===== src/rtl/vpu_stream_pkg.sv =====
// vpu_stream_pkg: shared types and constants for the streaming vector
// post-processor (vpu_stream) and its per-lane datapath (vpu_lane).
//   vpu_state_e  : tile-level controller states
//   MODE_*       : bit positions inside the 4-bit mode word
package vpu_stream_pkg;

  typedef enum logic [2:0] {
    IDLE,
    LOAD_BIAS,
    STREAM,
    DRAIN,
    DONE
  } vpu_state_e;

  localparam int MODE_BIAS_EN = 0;
  localparam int MODE_ACT_EN  = 1;
  localparam int MODE_LEAKY   = 2;

endpackage


===== src/rtl/vpu_lane.sv =====
// vpu_lane: two-stage arithmetic for one lane of vpu_stream.
//   S1: t = x + (bias_en ? b : 0), kept at DATA_W+1 bits so the sum never wraps.
//   S2: ReLU / leaky-ReLU on t, then narrowing back to DATA_W bits
//       (clamp when VPU_STREAM_SAT_EN is defined, two's-complement wrap otherwise).
// Ports:
//   clk, rst        clock, synchronous active-high reset
//   en              global advance; both stages hold when low
//   ld1, ld2        stage load qualifiers (a valid row is entering S1 / S2)
//   bias_en, act_en, leaky  tile configuration
//   x, b, leak      lane input, lane bias, leak slope (all signed Q-format)
//   y               registered lane result
//   sat             (VPU_STREAM_SAT_EN only) registered "this lane clamped"
module vpu_lane
  import vpu_stream_pkg::*;
#(
  parameter int DATA_W = 16,
  parameter int FRAC_W = 8
) (
  input  logic              clk,
  input  logic              rst,
  input  logic              en,
  input  logic              ld1,
  input  logic              ld2,
  input  logic              bias_en,
  input  logic              act_en,
  input  logic              leaky,
  input  logic [DATA_W-1:0] x,
  input  logic [DATA_W-1:0] b,
  input  logic [DATA_W-1:0] leak,
`ifdef VPU_STREAM_SAT_EN
  output logic              sat,
`endif
  output logic [DATA_W-1:0] y
);

  localparam int PW = 2 * DATA_W + 1;

  logic [DATA_W:0]        t_d;
  logic [DATA_W:0]        t_q;
  logic signed [PW-1:0]   t_ext;
  logic signed [PW-1:0]   l_ext;
  logic signed [PW-1:0]   prod;
  logic signed [PW-1:0]   act;
  logic [DATA_W-1:0]      y_d;

  // S1 sum: both operands are sign-extended by one bit so the add is exact.
  always_comb begin
    t_d = {x[DATA_W-1], x} + (bias_en ? {b[DATA_W-1], b} : '0);
  end

  // S2 activation: the product is formed at full width and arithmetically
  // shifted, which rounds toward minus infinity for negative results.
  always_comb begin
    t_ext = {{(PW-DATA_W-1){t_q[DATA_W]}}, t_q};
    l_ext = {{(PW-DATA_W){leak[DATA_W-1]}}, leak};
    prod  = t_ext * l_ext;
    if (!act_en || !t_q[DATA_W]) begin
      act = t_ext;
    end else if (!leaky) begin
      act = '0;
    end else begin
      act = prod >>> FRAC_W;
    end
  end

`ifdef VPU_STREAM_SAT_EN
  logic clip_d;

  // Clamp when the bits above the DATA_W sign bit disagree with it.
  always_comb begin
    clip_d = 1'b0;
    y_d    = act[DATA_W-1:0];
    if (act[PW-1:DATA_W-1] != '0 && act[PW-1:DATA_W-1] != '1) begin
      clip_d = 1'b1;
      y_d    = act[PW-1] ? {1'b1, {(DATA_W-1){1'b0}}} : {1'b0, {(DATA_W-1){1'b1}}};
    end
  end

  // Clamp flag travels with the S2 result.
  always_ff @(posedge clk) begin
    if (rst) begin
      sat <= 1'b0;
    end else if (en && ld2) begin
      sat <= clip_d;
    end
  end
`else
  logic unused_act_hi;

  assign y_d           = act[DATA_W-1:0];
  assign unused_act_hi = &{1'b0, act[PW-1:DATA_W]};
`endif

  // Stage registers only load when a valid row moves in, so a stalled or
  // idle pipeline keeps its last result on y.
  always_ff @(posedge clk) begin
    if (rst) begin
      t_q <= '0;
      y   <= '0;
    end else begin
      if (en && ld1) t_q <= t_d;
      if (en && ld2) y   <= y_d;
    end
  end

endmodule


===== src/rtl/vpu_stream.sv =====
// vpu_stream: N-lane streaming vector post-processor (bias add, ReLU /
// leaky-ReLU, fixed-point rescale) between the accumulator drain and the
// unified-buffer write port.
// Optional feature macro: VPU_STREAM_SAT_EN (saturating narrowing + sat_flag).
// Ports:
//   clk, rst                 clock, synchronous active-high reset
//   start, num_rows, mode,   tile command; sampled when start is accepted in IDLE
//   leak_factor
//   bias_val/bias_rdy/bias_data  per-tile bias vector handshake (LOAD_BIAS only)
//   in_val/in_rdy/in_data    input row stream
//   out_val/out_rdy/out_data result row stream
//   busy                     controller not in IDLE
//   done                     one-cycle pulse after the last row leaves
//   sat_flag                 (VPU_STREAM_SAT_EN only) some lane clamped this row
module vpu_stream
  import vpu_stream_pkg::*;
#(
  parameter int N_LANES = 4,
  parameter int DATA_W  = 16,
  parameter int FRAC_W  = 8,
  parameter int ROW_W   = 10
) (
  input  logic                      clk,
  input  logic                      rst,
  input  logic                      start,
  input  logic [ROW_W-1:0]          num_rows,
  input  logic [3:0]                mode,
  input  logic [DATA_W-1:0]         leak_factor,
  input  logic                      bias_val,
  output logic                      bias_rdy,
  input  logic [N_LANES*DATA_W-1:0] bias_data,
  input  logic                      in_val,
  output logic                      in_rdy,
  input  logic [N_LANES*DATA_W-1:0] in_data,
  output logic                      out_val,
  input  logic                      out_rdy,
  output logic [N_LANES*DATA_W-1:0] out_data,
  output logic                      busy,
`ifdef VPU_STREAM_SAT_EN
  output logic                      sat_flag,
`endif
  output logic                      done
);

  vpu_state_e state_q, state_d;

  logic [ROW_W-1:0]          num_rows_q;
  logic [ROW_W-1:0]          in_cnt;
  logic [ROW_W-1:0]          out_cnt;
  logic                      bias_en_q;
  logic                      act_en_q;
  logic                      leaky_q;
  logic [DATA_W-1:0]         leak_q;
  logic [N_LANES*DATA_W-1:0] bias_q;
  logic                      s1_val;
  logic                      advance;
  logic                      in_fire;
  logic                      out_fire;
  logic                      start_acc;
  logic                      last_in;
  logic                      last_out;
  logic                      unused_mode;

  assign unused_mode = mode[3];

  assign start_acc = start && (state_q == IDLE);
  assign advance   = !out_val || out_rdy;
  assign in_rdy    = (state_q == STREAM) && advance && (in_cnt < num_rows_q);
  assign in_fire   = in_val && in_rdy;
  assign out_fire  = out_val && out_rdy;
  assign last_in   = (in_cnt == num_rows_q - ROW_W'(1));
  assign last_out  = (out_cnt == num_rows_q - ROW_W'(1));
  assign busy      = (state_q != IDLE);

  // Controller state register.
  always_ff @(posedge clk) begin
    if (rst) begin
      state_q <= IDLE;
    end else begin
      state_q <= state_d;
    end
  end

  // Next-state and per-state outputs. The last row is detected on the
  // handshake itself, so the counters never need to reach num_rows+1.
  always_comb begin
    state_d  = state_q;
    bias_rdy = 1'b0;
    done     = 1'b0;
    case (state_q)
      IDLE: begin
        if (start) begin
          if (num_rows == '0)              state_d = DONE;
          else if (mode[MODE_BIAS_EN])     state_d = LOAD_BIAS;
          else                             state_d = STREAM;
        end
      end
      LOAD_BIAS: begin
        bias_rdy = 1'b1;
        if (bias_val) state_d = STREAM;
      end
      STREAM: begin
        if (in_fire && last_in) state_d = DRAIN;
      end
      DRAIN: begin
        if (out_fire && last_out) state_d = DONE;
      end
      DONE: begin
        done    = 1'b1;
        state_d = IDLE;
      end
      default: state_d = IDLE;
    endcase
  end

  // Tile configuration is captured once per accepted start so the
  // upstream controller may change its command inputs mid-tile.
  always_ff @(posedge clk) begin
    if (rst) begin
      num_rows_q <= '0;
      bias_en_q  <= 1'b0;
      act_en_q   <= 1'b0;
      leaky_q    <= 1'b0;
      leak_q     <= '0;
    end else if (start_acc) begin
      num_rows_q <= num_rows;
      bias_en_q  <= mode[MODE_BIAS_EN];
      act_en_q   <= mode[MODE_ACT_EN];
      leaky_q    <= mode[MODE_LEAKY];
      leak_q     <= leak_factor;
    end
  end

  // Bias vector is only taken while the controller is asking for it.
  always_ff @(posedge clk) begin
    if (rst) begin
      bias_q <= '0;
    end else if (state_q == LOAD_BIAS && bias_val) begin
      bias_q <= bias_data;
    end
  end

  // Row counters for the input and output handshakes.
  always_ff @(posedge clk) begin
    if (rst || start_acc) begin
      in_cnt  <= '0;
      out_cnt <= '0;
    end else begin
      if (in_fire)  in_cnt  <= in_cnt + ROW_W'(1);
      if (out_fire) out_cnt <= out_cnt + ROW_W'(1);
    end
  end

  // Stage valids shift together under the single global advance.
  always_ff @(posedge clk) begin
    if (rst) begin
      s1_val  <= 1'b0;
      out_val <= 1'b0;
    end else if (advance) begin
      s1_val  <= in_fire;
      out_val <= s1_val;
    end
  end

`ifdef VPU_STREAM_SAT_EN
  logic [N_LANES-1:0] lane_sat;

  assign sat_flag = out_val && (|lane_sat);
`endif

  for (genvar i = 0; i < N_LANES; i++) begin : g_lane
    vpu_lane #(
      .DATA_W (DATA_W),
      .FRAC_W (FRAC_W)
    ) u_lane (
      .clk     (clk),
      .rst     (rst),
      .en      (advance),
      .ld1     (in_fire),
      .ld2     (s1_val),
      .bias_en (bias_en_q),
      .act_en  (act_en_q),
      .leaky   (leaky_q),
      .x       (in_data[i*DATA_W +: DATA_W]),
      .b       (bias_q[i*DATA_W +: DATA_W]),
      .leak    (leak_q),
`ifdef VPU_STREAM_SAT_EN
      .sat     (lane_sat[i]),
`endif
      .y       (out_data[i*DATA_W +: DATA_W])
    );
  end

endmodule


===== config.mk =====
export PLATFORM = sky130hd
export DESIGN_NAME = vpu_stream
export DESIGN_NICKNAME = d
export VERILOG_FILES = /design/src/rtl/vpu_stream_pkg.sv /design/src/rtl/vpu_lane.sv /design/src/rtl/vpu_stream.sv
export SDC_FILE = /design/constraint.sdc
export NUM_CORES = 2
export LEC_CHECK = 0
export ABC_CLOCK_PERIOD_IN_PS = 10120
export CORE_MARGIN = 3
export CORE_UTILIZATION = 35
export DETAILED_ROUTE_END_ITERATION = 8
export GPL_TIMING_DRIVEN = 0
export PLACE_DENSITY = 0.62
export SETUP_SLACK_MARGIN = 0.1
export SLEW_MARGIN = 20
export SYNTH_ARGS = -nofsm -noshare
export SYNTH_HDL_FRONTEND = slang
export SYNTH_SLANG_ARGS = --single-unit

===== constraint.sdc =====
create_clock -name clk -period 10.12 [get_ports clk]
set_input_delay 2.024 -clock clk [delete_from_list [all_inputs] [get_ports clk]]
set_output_delay 2.024 -clock clk [all_outputs]
set_load 0.05 [all_outputs]

[Word-level counts from Yosys, hierarchy flattened]
Index checks and enable logic that the tools add are counted.
Storage, ports and cells
  register bits: 250
  bits of input ports: 164
  output and inout port bits: 69
  word-level logic and storage cells: 88
Cells by class
  add/sub/neg operators: 7
  $mul: 4
  order comparisons: 1
  eq/ne operators: 10
  mux-type cells: 21
  reductions and logical operators: 26
Operators by type and width (number)
  16-bit 2-to-1 mux: 8
  17-bit by 16-bit multiplier with 24-bit output: 4
  17-bit adder: 4
  17-bit 2-to-1 mux: 4
  10-bit by 1-bit adder with 10-bit output (second input constant): 2
  10-bit equality test: 2
  3-bit 2-to-1 mux: 5
  3-bit case mux with 4 select lines: 1
  1-bit logical AND: 10
  10-bit logical NOT: 1
  10-bit less-than comparator: 1
  10-bit by 1-bit subtractor with 10-bit output (second input constant): 1
  3-bit by 2-bit equality test with 1-bit output (second input constant): 2
  1-bit logical NOT: 6
  1-bit logical OR: 6
  2-bit != test (second input constant): 3
  4-bit AND reduction: 1
  3-bit by 1-bit equality test with 1-bit output (second input constant): 1
  3-bit equality test (second input constant): 1
  3-bit logical NOT: 1
  3-bit nonzero test: 1
  1-bit 2-to-1 mux: 2
  2-bit 2-to-1 mux: 1
  2-bit by 1-bit != test with 1-bit output (second input constant): 1

[Longest topological paths before layout]
  depth in word-level cells: 8
  depth in mapped cells: 26
  mapped depth without buffers: 23

[Hierarchy]
Synthesis repeated with hierarchy kept, for this count alone.
Second synthesis, totals
  cells, all modules: 5186
  area total of the unflattened synthesis: 43843.3 µm²
By module, submodules not included
  vpu_lane at g_lane[1].u_lane ...: times used 2, cells an instance 1117, area each 9559.2 µm², seq. area each 660.6 µm²
  vpu_lane at g_lane[3].u_lane: times used 1, cells an instance 1153, area each 9862.0 µm², seq. area each 660.6 µm²
  vpu_lane at g_lane[0].u_lane: times used 1, cells an instance 1126, area each 9574.2 µm², seq. area each 660.6 µm²
  vpu_stream: times used 1, cells an instance 673, area each 5288.8 µm², seq. area each 2362.3 µm²

[Least setup slack after synthesis]
OpenSTA, ideal clock, no wires.
  path type: register to register
  from: reg leak_q[1]
  to: reg g_lane[2].u_lane.y[15]
  library setup time: 0.132 ns
  arrival: 6.106 ns
  required time: 9.988 ns
  setup slack: 3.882 ns
  stages on the path, launching flop included: 23
  path buffers: 2
  period minus slack after synthesis: 6.238 ns
  cell sequence: dfxtp_1 > clkbuf_1 > clkbuf_1 > nand2_1 > fa_1 > fa_1 > fa_1 > inv_1 > fa_1 > fa_1 > inv_1 > fa_1 > inv_1 > ha_1 > a21oi_1 > nand2_1 > o2bb2ai_4 > o21ai_2 > a221o_1 > a311oi_2 > xnor2_1 > a221oi_2 > nor3_1
On the way
  word-level cells in the longest chain between the ends: 3
RTL lines
  from (decl): RTL line vpu_stream.sv:53  | logic [DATA_W-1:0] leak_q;
  from (signal assigned): RTL line vpu_stream.sv:130  | leak_q <= leak_factor;
  17-bit by 16-bit multiplier with 24-bit output: RTL line vpu_lane.sv:56  | prod = t_ext * l_ext;
  16-bit 2-to-1 mux: RTL line vpu_lane.sv:59  | end else if (!leaky) begin
  16-bit 2-to-1 mux: RTL line vpu_lane.sv:57  | if (!act_en || !t_q[DATA_W]) begin
  to (signal assigned): RTL line vpu_lane.sv:102  | if (en && ld2) y <= y_d;
  to (decl): RTL line vpu_lane.sv:33  | output logic [DATA_W-1:0] y
No other way between the ends.
A chain may end at the register's enable or synchronous reset.

[Worst setup path after layout]
  from: reg leak_q[9]
  to: reg g_lane[3].u_lane.y[9]
On the way
  word-level cells in the longest chain between the ends: 3
RTL lines (RTL line)
  17-bit by 16-bit multiplier with 24-bit output: vpu_lane.sv:56
  16-bit 2-to-1 mux: vpu_lane.sv:59
  16-bit 2-to-1 mux: vpu_lane.sv:57
  to (signal assigned): vpu_lane.sv:102
  to (decl): vpu_lane.sv:33
No other way between the ends.

==> reports/results.ini <==
[timing]
rsz0062_at_grt = false
finalHoldViolCount = 0
setup_tns_ns = 0
final_max_slew_viol_count = 0
slew_headroom_pct = 11.9
tightestPinTransition_ns = 1.32
fin_crit_sh_pct = 82.0
fmax_mhz = 121
period_minus_slack_ns = 8.30
post-route-worst-setup-slack_ns = 1.82
fin_skew_ns = 0.0483
setup_viol = 0

[grt]
grtUsageMet2_pct = 37.5
grt_max_degree = 17
grt.busiest_layer = met2
track_usage_pct = 23.8
overflow = 0
grt_pass1_vias = 36600
gr-usage-met3_pct = 6.07
met1_usage_pct = 30.7
grt_antenna_before_repair = 18
grt_pass1_wl_microns = 227000

[clock_tree]
worstSkewPairLatency_ns = 0.67
htreeDepth = 1
postCtsSetupRepairBufs = 0
root_buffer = clkbuf_16
path_clk_slew_ns = 0.07
cts_repair_resize_count = 0
clock_path_buffers = 3
hold_buffers = 0
cts_tree = built
numCtsBuffers = 31
clock_sinks = 250

[critical_path]
cp.required_ns = 10.68
crit_arrival_ns = 8.86
crit_type = register to register
worst_setup_path_end_kind = register
start_kind = register
crit_fanout = 10

[synth]
yosysUniqueCellTypes = 64
seq_area_frac_synth_pct = 11.6
ys_ff_latch = 250
synthesis.instances = 5102
ys.flop_type = dfxtp_1
syn_nets = 6383
synth_xor_area_share_pct = 4.81
synth_area_per_cell_sq_um = 8.46
synth_compound_area_share_pct = 7.54
async_flop_share_pct = 0
synth_fa_ha_area_share_pct = 45.5
synth_edf_count = 0
synth.area.mux_share_pct = 0.0232
synth_area_sq_um = 43200
yosysWarnings = 0
synth_top_family_by_area = adder cells
synthSimpleGateAreaFrac_pct = 19.2

[pwr]
p_comb_share_pct = 49.9
irDropWorstVdd_mv = 0.146
clkPwrFrac_pct = 23.8
sw_frac_of_total_pct = 48.3
p_leak_nw = 22.5
power.density_nw_per_um2 = 99.0
p_sw_w = 0.00233
p_int_w = 0.00249
p_seq_share_pct = 26.3

[finish]
fin_cells = 7038
layout-drive-gt1-share_pct = 2.00
ff_latch_area_sq_um = 5000
area_growth_pct = 12.6
fill_cells = 12400
multi_input_area_sq_um = 33300
final_area_sq_um = 48600
nNetsFinal = 6649

[route]
drt-initial-drc-count = 2845
routed_wl_microns = 151000
ant_nets = 0
drt_pass1_iterations = 6
drc = 0
vias = 35600
vias_per_cell = 5.06
routedWlPerCell_microns = 21.5

[flow_run]
drv_cap = 0

[floorplanning]
die_area_sq_um = 128000
start_util_pct = 35.3
placementRows = 128
ios = 233
core_area_sq_um = 122000
fp.dieW_microns = 357
die_h_microns = 357

[placed_design]
place_inst = 6960
io_buffers = 231
dpl.hpwl_microns = 125000
place_ws_ns = 2.01
dpl-instance-area_sq_um = 47600
place.gp.congestion = 0.971

[outcome]
outcome = finished, final reports clean

[hold_path]
hold_class = register to register

==> synth_stat cells, types with 35 or more instances <==
| cell | count | area (sq um) |
|---|---|---|
| a21oi_1 | 211 | 1060 |
| xor2_1 | 59 | 517 |
| clkbuf_1 | 270 | 1010 |
| nor2_1 | 185 | 694 |
| dfxtp_1 | 250 | 5000 |
| o21ai_0 | 35 | 175 |
| and2_1 | 511 | 3200 |
| nand2_1 | 796 | 2990 |
| xnor2_1 | 178 | 1560 |
| fa_1 | 756 | 15100 |
| nor3_1 | 84 | 420 |
| inv_1 | 1021 | 3830 |
| ha_1 | 361 | 4520 |
| a221oi_1 | 52 | 455 |
==> metrics by stage <==
step / utilization, % / total power (W) / hold slack (ns)
CTS: 39.7 / 0.00479 / 0.451
detailed placement: 38.9 / 0.00363 / 0.442
finish: 39.8 / 0.00481 / 0.448
floorplan: - / 0.00264 / 0.432
global route: 39.8 / 0.00506 / 0.465
global placement: 38.9 / 0.00360 / 0.440
==> cells in the final DEF (no fill, tap or decap), drive strengths merged, types with 12 or more instances in the layout <==
| cell type | instances |
|---|---|
| a2111oi | 15 |
| a211oi | 14 |
| a21o | 27 |
| a21oi | 212 |
| a221oi | 59 |
| a31oi | 12 |
| and2 | 511 |
| and3 | 16 |
| clkbuf | 311 |
| clkdlybuf4s50 | 231 |
| dfxtp | 250 |
| diode | 22 |
| fa | 756 |
| ha | 361 |
| inv | 1026 |
| nand2 | 796 |
| nand2b | 24 |
| nand3 | 23 |
| nand4 | 24 |
| nor2 | 185 |
| nor2b | 24 |
| nor3 | 88 |
| o21a | 19 |
| o21ai | 49 |
| or3 | 14 |
| xnor2 | 178 |
| xor2 | 59 |
==> state kept, by name, summed over array words and instances (netlist names) <==
signal	count
out_cnt	10
g_lane.u_lane.t_q	68
out_val	1
leaky_q	1
in_cnt	10
g_lane.u_lane.y	64
bias_q	64
bias_en_q	1
num_rows_q	10
leak_q	16
act_en_q	1
s1_val	1
state_q	3
==> per-layer routing <==
layer	vias to the layer above	share of wire (%)
li1	16000	-
met5	-	0.061
met2	1600	44
met4	14	5.1
met1	17700	40
met3	347	10
==> final cells by class <==
type | count | share of cell area (%)
Inverter | 1021 | 7.88
Clock buffer | 41 | 1.78
Multi-Input combinational cell | 3553 | 68.5
Tap cell | 1625 | 4.18
Clock inverter | 15 | 0.296
Antenna cell | 22 | 0.113
Buffer | 278 | 2.20
Sequential cell | 250 | 10.3
Timing Repair Buffer | 233 | 4.80
==> cell families (layout without fill, tap and decap cells) <==
| logic type | count (synthesis) | after routing |
|---|---|---|
| AND/OR/NAND/NOR | 1735 | 1735 |
| buffers and inverters | 1299 | 1588 |
| adder cells (fa/ha/maj) | 1117 | 1117 |
| AO/OA/AOI/OAI | 463 | 463 |
| flip-flops | 250 | 250 |
| XOR/XNOR | 237 | 237 |
| multiplexers | 1 | 1 |
| other | 0 | 22 |
==> critical path, stage by stage (launching register included) <==
cell	delay (ns)
dfxtp_1	0.31
clkbuf_1	0.39
clkbuf_1	0.89
clkbuf_1	0.87
nand2_1	0.22
fa_1	0.52
inv_1	0.09
ha_1	0.16
inv_1	0.05
fa_1	0.38
fa_1	0.49
inv_1	0.05
fa_1	0.54
inv_1	0.05
fa_1	0.47
inv_1	0.04
ha_1	0.29
o21ai_0	0.17
a21boi_0	0.23
o21ai_0	0.10
a21oi_1	0.66
a311o_1	0.33
a211oi_1	0.09
o211ai_1	0.50
o21ai_0	0.18
nor2_1	0.11
==> power groups by stage <==
stage / Sequential [W] / Clock [W] / Combinational, W
after global placement: 0.00127 / 0 / 0.00233
after detailed placement: 0.00127 / 0 / 0.00235
after CTS: 0.00125 / 0.00116 / 0.00237
final: 0.00126 / 0.00115 / 0.00240
after floorplan: 0.00126 / 0 / 0.00138
after global routing: 0.00127 / 0.00120 / 0.00260
==> worst paths after layout <==
path              depth (start not counted)  slack, ns                                  to                     from
setup reg to reg                         25       1.82  g_lane[3].u_lane.y[9]$_SDFFE_PP0P_   leak_q[9]$_SDFFE_PP0P_
hold reg to reg                           2       0.45             bias_q[14]$_SDFFE_PP0P_  bias_q[14]$_SDFFE_PP0P_
hold / removal                            2       0.45             bias_q[14]$_SDFFE_PP0P_  bias_q[14]$_SDFFE_PP0P_
setup / recovery                         25       1.82  g_lane[3].u_lane.y[9]$_SDFFE_PP0P_   leak_q[9]$_SDFFE_PP0P_
(Power assumes the default switching activity.)
